<file path="config.mk">
export PLATFORM = sky130hd
export DESIGN_NAME = circle_area_scheduler
export DESIGN_NICKNAME = d
export VERILOG_FILES = /design/src/rtl/circle_area_scheduler_pkg.sv /design/src/rtl/FloatMultiplier_rounding.sv /design/src/rtl/circle_area_scheduler.sv
export SDC_FILE = /design/constraint.sdc
export NUM_CORES = 2
export LEC_CHECK = 0
export ABC_AREA = 1
export BUFFER_PORTS_ARGS = -buffer_cell sky130_fd_sc_hd__buf_2
export CORE_MARGIN = 2
export CORE_UTILIZATION = 59
export DETAILED_ROUTE_END_ITERATION = 16
export PLACE_DENSITY_LB_ADDON = 0.1
export SETUP_SLACK_MARGIN = 0.1
export SYNTH_ARGS = -nofsm -noshare
export SYNTH_HDL_FRONTEND = slang
export SYNTH_SLANG_ARGS = --single-unit
</file>
<file path="constraint.sdc">
create_clock -name clk -period 9.2 [get_ports clk]
set_input_delay 0.92 -clock clk [delete_from_list [all_inputs] [get_ports clk]]
set_output_delay 0.92 -clock clk [all_outputs]
set_load 0.05 [all_outputs]
</file>
<file path="src/rtl/circle_area_scheduler_pkg.sv">
// Shared constants and state encoding for the circle area scheduler.
// Covers the float word width, the Pi operand and the FSM state type.
package circle_area_scheduler_pkg;

    localparam int CAS_DATA_W = 32;

    // Single-precision Pi, 3.14159
    localparam logic [CAS_DATA_W-1:0] CAS_PI = 32'h40490FD0;

    typedef enum logic [1:0] {
        ST_IDLE = 2'd0,
        ST_SQ   = 2'd1,
        ST_MPI  = 2'd2,
        ST_HOLD = 2'd3
    } cas_state_t;

endpackage

</file>
<file path="src/rtl/FloatMultiplier_rounding.sv">
// Combinational IEEE-754 single-precision multiplier, round-to-nearest-even.
// Ports: i_a, i_b operands; o_p product. Subnormal inputs and outputs flush to zero.
import circle_area_scheduler_pkg::*;

module FloatMultiplier_rounding (
    input  logic [CAS_DATA_W-1:0] i_a,
    input  logic [CAS_DATA_W-1:0] i_b,
    output logic [CAS_DATA_W-1:0] o_p
);

    logic        w_sign;
    logic [7:0]  w_ea;
    logic [7:0]  w_eb;
    logic        w_a_nan;
    logic        w_b_nan;
    logic        w_a_inf;
    logic        w_b_inf;
    logic        w_a_zero;
    logic        w_b_zero;
    logic [47:0] w_prod;
    logic [22:0] w_mant;
    logic        w_g;
    logic        w_s;
    logic [9:0]  w_exp;
    logic [23:0] w_rnd;
    logic [9:0]  w_exp_r;

    assign w_sign   = i_a[31] ^ i_b[31];
    assign w_ea     = i_a[30:23];
    assign w_eb     = i_b[30:23];
    assign w_a_nan  = (w_ea == 8'hFF) && (|i_a[22:0]);
    assign w_b_nan  = (w_eb == 8'hFF) && (|i_b[22:0]);
    assign w_a_inf  = (w_ea == 8'hFF) && !(|i_a[22:0]);
    assign w_b_inf  = (w_eb == 8'hFF) && !(|i_b[22:0]);
    assign w_a_zero = (w_ea == 8'h00);
    assign w_b_zero = (w_eb == 8'h00);

    assign w_prod = {24'b0, 1'b1, i_a[22:0]} * {24'b0, 1'b1, i_b[22:0]};

    always_comb begin
        // Product of two [1,2) mantissas lies in [1,4); bit 47 flags [2,4)
        if (w_prod[47]) begin
            w_mant = w_prod[46:24];
            w_g    = w_prod[23];
            w_s    = |w_prod[22:0];
        end else begin
            w_mant = w_prod[45:23];
            w_g    = w_prod[22];
            w_s    = |w_prod[21:0];
        end
        w_exp   = {2'b0, w_ea} + {2'b0, w_eb} - 10'd127
                + {9'b0, w_prod[47]};
        w_rnd   = {1'b0, w_mant} + {23'b0, w_g & (w_s | w_mant[0])};
        // Rounding carry-out leaves the low mantissa bits at zero
        w_exp_r = w_exp + {9'b0, w_rnd[23]};

        if (w_a_nan || w_b_nan || (w_a_inf && w_b_zero) || (w_b_inf && w_a_zero))
            o_p = 32'h7FC00000;
        else if (w_a_inf || w_b_inf)
            o_p = {w_sign, 8'hFF, 23'b0};
        else if (w_a_zero || w_b_zero)
            o_p = {w_sign, 31'b0};
        else if (w_exp_r[9] || (w_exp_r == 10'd0))
            o_p = {w_sign, 31'b0};
        else if (w_exp_r >= 10'd255)
            o_p = {w_sign, 8'hFF, 23'b0};
        else
            o_p = {w_sign, w_exp_r[7:0], w_rnd[22:0]};
    end

endmodule

</file>
<file path="src/rtl/circle_area_scheduler.sv">
// Two-requester circle area unit: r*r then r^2*Pi on one shared multiplier.
// Ports: clk, rst (sync, active-low), in_valid/in_ready/radius0/radius1 requests;
// out_valid/out_ready/out_area/out_id result; busy status; done_count accepted results.
import circle_area_scheduler_pkg::*;

module circle_area_scheduler #(
    parameter int                DATA_W = CAS_DATA_W,
    parameter logic [DATA_W-1:0] PI     = CAS_PI,
    parameter int                CNT_W  = 16
) (
    input  logic              clk,
    input  logic              rst,
    input  logic [1:0]        in_valid,
    output logic [1:0]        in_ready,
    input  logic [DATA_W-1:0] radius0,
    input  logic [DATA_W-1:0] radius1,
    output logic              out_valid,
    input  logic              out_ready,
    output logic [DATA_W-1:0] out_area,
    output logic              out_id,
    output logic              busy,
    output logic [CNT_W-1:0]  done_count
);

    cas_state_t        r_state;
    logic              r_rr;
    logic              r_id;
    logic [DATA_W-1:0] r_radius;
    logic [DATA_W-1:0] r_sq;
    logic [DATA_W-1:0] r_area;
    logic              r_out_valid;
    logic              r_out_id;
    logic [CNT_W-1:0]  r_done;

    logic [1:0]        w_grant;
    logic [DATA_W-1:0] w_a;
    logic [DATA_W-1:0] w_b;
    logic [DATA_W-1:0] w_prod;

    always_comb begin
        w_grant = 2'b00;
        if (r_state == ST_IDLE) begin
            unique case (in_valid)
                2'b01:   w_grant = 2'b01;
                2'b10:   w_grant = 2'b10;
                2'b11:   w_grant = r_rr ? 2'b10 : 2'b01;
                default: w_grant = 2'b00;
            endcase
        end
    end

    // Idle and hold feed zeros so the multiplier does not toggle
    always_comb begin
        w_a = '0;
        w_b = '0;
        unique case (r_state)
            ST_SQ: begin
                w_a = r_radius;
                w_b = r_radius;
            end
            ST_MPI: begin
                w_a = r_sq;
                w_b = PI;
            end
            default: ;
        endcase
    end

    FloatMultiplier_rounding u_fmul (
        .i_a (w_a),
        .i_b (w_b),
        .o_p (w_prod)
    );

    always_ff @(posedge clk) begin
        if (!rst) begin
            r_state     <= ST_IDLE;
            r_rr        <= 1'b0;
            r_id        <= 1'b0;
            r_radius    <= '0;
            r_sq        <= '0;
            r_area      <= '0;
            r_out_valid <= 1'b0;
            r_out_id    <= 1'b0;
            r_done      <= '0;
        end else begin
            unique case (r_state)
                ST_IDLE: begin
                    if (|w_grant) begin
                        r_radius <= w_grant[1] ? radius1 : radius0;
                        r_id     <= w_grant[1];
                        r_rr     <= ~w_grant[1];
                        r_state  <= ST_SQ;
                    end
                end
                ST_SQ: begin
                    r_sq    <= w_prod;
                    r_state <= ST_MPI;
                end
                ST_MPI: begin
                    r_area      <= w_prod;
                    r_out_valid <= 1'b1;
                    r_out_id    <= r_id;
                    r_state     <= ST_HOLD;
                end
                ST_HOLD: begin
                    if (out_ready) begin
                        r_out_valid <= 1'b0;
                        r_done      <= r_done + CNT_W'(1);
                        r_state     <= ST_IDLE;
                    end
                end
                default: r_state <= ST_IDLE;
            endcase
        end
    end

    assign in_ready   = w_grant;
    assign out_valid  = r_out_valid;
    assign out_area   = r_area;
    assign out_id     = r_out_id;
    assign busy       = (r_state != ST_IDLE);
    assign done_count = r_done;

endmodule

</file>
# After elaboration in Yosys (flattened, before gate mapping)
# Cells that the tools add are included.
# Widths: inputs -> output; s select.
op_classes:
  muxes: 19
  n_bitwise: 4
  add_sub_neg: 6
  n_reduce_logical: 29
  multipliers: 1
  n_eq_ne: 10
  n_lt_le_gt_ge: 1
ops:
  columns: ["operator", "count"]
  rows:
  - ["$pmux 32 s2", 2]
  - ["$mux 31", 4]
  - ["$reduce_or 23->1", 3]
  - ["$mux 32", 2]
  - ["$mul 24x24->48", 1]
  - ["$add 23x1->24", 1]
  - ["$mux 23", 1]
  - ["$reduce_or 22->1", 1]
  - ["$add 10x1->10", 2]
  - ["$add 16x1->16 const B", 1]
  - ["$eq 8x8->1 const B", 2]
  - ["$logic_not 8->1", 2]
  - ["$ge 10x8->1 const B", 1]
  - ["$logic_not 10->1", 1]
  - ["$sub 10x7->10 const B", 1]
  - ["$add 8x8->9", 1]
  - ["$eq 2x2->1 const B", 4]
  - ["$mux 2", 4]
  - ["$pmux 2 s4", 1]
  - ["$reduce_and 2->1", 4]
  - ["$logic_and 1x1->1", 6]
  - ["$logic_or 1x1->1", 6]
  - ["$pmux 2 s3", 1]
  - ["$eq 2x1->1 const B", 2]
  - ["other kinds (12)", 16]
word_totals:
  input_bits: 69
  out_inout_bits: 53
  ff_bits: 118
  elab_cells: 79

# Logic depth before layout (Yosys ltp)
depth:
  ltp_word: 15
  mapped_depth: 68
  depth_no_buf: 64

# Cells and area by module
# A second synthesis with hierarchy kept.
hier_totals:
  cells_unflattened: 4157
  hier_area_um2: 28328.4
modules_own_cells:
  columns: ["mod", "n_inst", "area_each_um2", "cells_per_inst", "seq_area_each_um2"]
  rows:
  - ["FloatMultiplier_rounding", 1, 22869.4, 3334, 0.0]
  - ["circle_area_scheduler", 1, 5459.0, 823, 2362.3]

# Worst setup path before layout
# No wires, ideal clock.
synth_timing:
  path_type: "register to register"
  start: "register r_state[0]"
  end: "register r_sq[14]"
  arrival_ps: 10080
  slack_ps: -950
  setup_time_ps: 70
  path_buffers: 7
  t_required_ps: 9130
  period_less_slack_ps: 10150
  stages_incl_launch_ff: 62
  path_cell_list: "dfxtp_1 inv_1 ha_1 buf_6 nand2_8 inv_4 buf_6 nand2_2 inv_1 buf_2 a21oi_1 clkbuf_1 inv_1 clkbuf_1 nand2_1 fa_1 inv_1 fa_1 (+26 left out) nor2_1 nand3_1 nor3_1 ha_1 fa_1 nand3_1 nor2_2 nand2_1 nor2_2 nand3_1 nand2_1 nand2_1 nand3_1 nand3_1 nor3_4 buf_6 nand2_1 a21oi_1"
synth_via:
  elab_chain_len: 15
  elab_cells_between_ends: 44
  cone_classes: "add/sub: 5; mul: 1; order compare: 1; eq/ne: 4; mux: 10; bitwise: 2; reduce/logical: 21"
synth_lines:
  columns: ["item", "line_no", "text"]
  rows:
  - ["start, declared", "circle_area_scheduler.sv:25", "cas_state_t r_state;"]
  - ["start signal, assigned", "circle_area_scheduler.sv:77", "r_state <= ST_IDLE;"]
  - ["start signal, assigned", "circle_area_scheduler.sv:93", "r_state <= ST_SQ;"]
  - ["start signal, assigned", "circle_area_scheduler.sv:98", "r_state <= ST_MPI;"]
  - ["$eq 2x2->1 / $eq 2x1->1 (equally long branches)", "circle_area_scheduler.sv:56, circle_area_scheduler.sv:87", null]
  - ["$pmux 32 s2", "circle_area_scheduler.sv:56", "unique case (r_state)"]
  - ["$mul 24x24->48", "FloatMultiplier_rounding.sv:38", "assign w_prod = {24'b0, 1'b1, i_a[22:0]} * {24'b0, 1'b1, i_b[22:0]};"]
  - ["$reduce_or 23->1 / $reduce_or 22->1 (equally long branches)", "FloatMultiplier_rounding.sv:45, FloatMultiplier_rounding.sv:49", null]
  - ["$mux 1", "FloatMultiplier_rounding.sv:42", "if (w_prod[47]) begin"]
  - ["$or 1x1->1", "FloatMultiplier_rounding.sv:53", "w_rnd = {1'b0, w_mant} + {23'b0, w_g & (w_s | w_mant[0])};"]
  - ["$and 1x1->1", "FloatMultiplier_rounding.sv:53", null]
  - ["$add 23x1->24", "FloatMultiplier_rounding.sv:53", null]
  - ["$add 10x1->10", "FloatMultiplier_rounding.sv:55", "w_exp_r = w_exp + {9'b0, w_rnd[23]};"]
  - ["$ge 10x8->1 / $logic_not 10->1 (equally long branches)", "FloatMultiplier_rounding.sv:65, FloatMultiplier_rounding.sv:63", null]
  - ["$mux 31 / $logic_or 1x1->1 (equally long branches)", "FloatMultiplier_rounding.sv:65, FloatMultiplier_rounding.sv:63", null]
  - ["$mux 31", "FloatMultiplier_rounding.sv:63", "else if (w_exp_r[9] || (w_exp_r == 10'd0))"]
  - ["$mux 31", "FloatMultiplier_rounding.sv:61", "else if (w_a_zero || w_b_zero)"]
  - ["$mux 31", "FloatMultiplier_rounding.sv:59", "else if (w_a_inf || w_b_inf)"]
  - ["$mux 32", "FloatMultiplier_rounding.sv:57", "if (w_a_nan || w_b_nan || (w_a_inf && w_b_zero) || (w_b_inf && w_a_zero))"]
  - ["end signal, assigned", "circle_area_scheduler.sv:97", "r_sq <= w_prod;"]
  - ["end, declared", "circle_area_scheduler.sv:29", "logic [DATA_W-1:0] r_sq;"]
# Parallel ways exist; a longest one is shown, timed or not.
# A chain may end at the register's enable or synchronous reset.

# Final worst setup path
layout_timing:
  start: "register r_state[1]"
  end: "register r_sq[21]"
# Same word-level chain as after synthesis.

==> results.ini <==
[sta]
clock.fmax_ghz = 0.0985
finalHoldViolCount = 0
fin_crit_sh_pct = 110
period_minus_slack_ns = 10.16
slew_headroom_pct = 13.8
clock_skew_ns = 0.0246
setup_violations = 62
fin_ws_ns = -0.957
hold_ws_ns = 0.470
tightestPinTransition_ns = 1.28
tns_ns = -54.65
slew_viol_final = 0
rsz0062_at_grt = true

[synthesis]
synth-async-reset-ratio_pct = 0
synth_top_area_share_pct = 36.0
ys_types = 49
yosys_warnings = 0
synthTopCellsByArea = fa_1 (36%), nand2_1 (14%), inv_1 (12%)
ys_ff_latch = 118
netlist_area_um2 = 26900
synth_fp_nets = 4555
synth_cells = 3817
yosysSeqAreaShare_pct = 8.79
synth_ff_type = dfxtp_1
synth_edf_count = 0
yosys.area.top_type = fa_1
synthTopCellsByCount = nand2_1 (1011), inv_1 (891), fa_1 (483), nor2_1 (460), ha_1 (186)
synth.avg_cell_area_um2 = 7.04
yosysMostFrequentCell = nand2_1

[place]
dp_cells = 4900
place_congestion = 1.05
io_buffer_count = 121
placed_area_um2 = 32200
dp_hpwl_mm = 81.1

[worst_setup_path]
path_buf_inv = 18
cp_max_fo = 9
cp.arrival_ns = 10.52
slowest_stage = fa_2
slowest_delay_ns = 0.60
cp-end-kind = flop
path_delay_family = adder cells
rrSetupSlack_ns = -0.96
crit_path_start_kind = flop
crit_type = flop to flop
critical_path_required_ns = 9.57

[run]
maxCapViolations = 0

[worst_hold_path]
hold_path.class = flop to flop

[global_routing]
grt_use_met2_pct = 70.0
gr-total-overflow = 0
grtUsageTotal_pct = 42.4
met3_usage_pct = 8.84
busiest_layer = met2
grtUsageMet1_pct = 51.6
grt_pass1_wl_mm = 152
antenna_found_initial = 0
grt_max_degree = 99
grt_pass1_vias = 27600

[clock_tree]
clk_pin_slew_ns = 0.07
cts_hold_buffers = 0
cts_made_buffers = 17
cts.path.max_buffers = 2
clock-sinks = 118
worstSkewPairLatency_ns = 0.43
cts_max_level = 4
cts_tree = yes
root_buffer = clkbuf_16

[die]
coreArea_um2 = 45200
die_width_um = 217
die_area_um2 = 47300
num_rows = 78
ioPinCount = 122
start_util_pct = 59.5
die_y_um = 217

[routing]
routed_wl_mm = 101
firstDrtPassIters = 8
vias = 27600
ant_nets = 0
wl_per_cell_um = 20.0
vias_per_cell = 5.45
drc = 0
drt_iter0_markers = 2343

[pwr]
power_density_nw_per_um2 = 141
p_leak_nw = 19.0
p_total_mw = 5.04
peakVddDrop_mv = 0.196

[finish]
n_antenna_cell = 0
fin_nets = 5184
final_area_um2 = 35800
area_delta_synth_final_pct = 33.3
nFillCells = 3271
layout-drive-gt1-share_pct = 28.5
layout.cells.non_filler = 5059

[outcome]
violations = setup timing
status = complete, but fails checks

logic make-up after synthesis:
| family | count (synthesis) | synth area share (%) |
|---|---|---|
| AND/OR/NAND/NOR | 1730 | 26.3 |
| adder cells (fa/ha/maj) | 669 | 44.6 |
| AO/OA/AOI/OAI | 233 | 4.68 |
| buffers and inverters | 1041 | 14.8 |
| flip-flops | 118 | 8.79 |
| XOR/XNOR | 26 | 0.847 |
final cells by class:
class                      instances  area, um^2  area share (%)
clock buffer                      17         425            1.19
sequential                       118        2370            6.61
timing repair inverter             2        23.8          0.0663
tap                              600         751            2.10
multi-input combinational       2660       22500            62.8
clock inverter                    15         155           0.433
timing repair buffer             741        6110            17.1
inverter                         906        3490            9.74
per-stage QoR:
| step | worst slack [ns] | utilization, % |
|---|---|---|
| final | -0.957 | 79.3 |
| after global routing | -1.30 | 79.3 |
| after CTS | -0.744 | 76.5 |
| after detailed placement | -1.17 | 71.2 |
| after global placement | -1.09 | 71.2 |
| after floorplan | -0.231 | - |
cell usage in the layout, fill, tap and decap left out, types with 18 or more instances in the layout:
cell type	instances
buf_2	121
a21oi_2	39
nand4_1	37
nand3_1	116
nand3_2	18
inv_1	816
nand2_1	875
nor2_2	54
fa_1	456
nor2_1	381
buf_4	508
buf_12	43
nand2_4	33
o21ai_0	68
ha_4	20
ha_1	166
nand2_2	110
inv_2	67
nand3_4	20
buf_6	54
fa_2	27
dfxtp_1	116
a21oi_1	58
nor2_4	37
layer usage:
| metal | wire length, um | part of all wire, % |
|---|---|---|
| met1 | 36400 | 36 |
| met5 | 0 | 0 |
| met2 | 47400 | 47 |
| met3 | 9870 | 9.8 |
| met4 | 7350 | 7.3 |
power by group:
part | total, mW | switching [mW] | internal, mW
Combinational | 3.59 | 2.22 | 1.37
Sequential | 0.775 | 0.129 | 0.646
Clock | 0.673 | 0.311 | 0.362
worst paths after layout:
check,from,endpoint,depth (start not counted)
max reg2reg,r_state[1],r_sq[21],58
min,r_sq[31],r_sq[31],2
min reg2reg,r_sq[31],r_sq[31],2
max,r_state[1],r_sq[21],58
what timing repair did:
item	in CTS	in global routing
pin swaps	101	135
setup buffers	83	42
cloned	5	0
gates resized for setup	306	284
endpoints found under the setup margin	62	62
tightest hold or removal path, delay by kind of cell, from the launching register on:
family	cells	cell delay, ns
AOI/OAI and AO/OA	1	0.05
DFF	1	0.31
and+or+nand+nor	1	0.06
sequential cells by signal (all words and copies together) (netlist names):
name,cells
r_id,1
r_state,2
out_area,32
r_sq,32
out_valid,1
r_rr,1
r_radius,32
out_id,1
done_count,16
(Power assumes the default switching activity.)
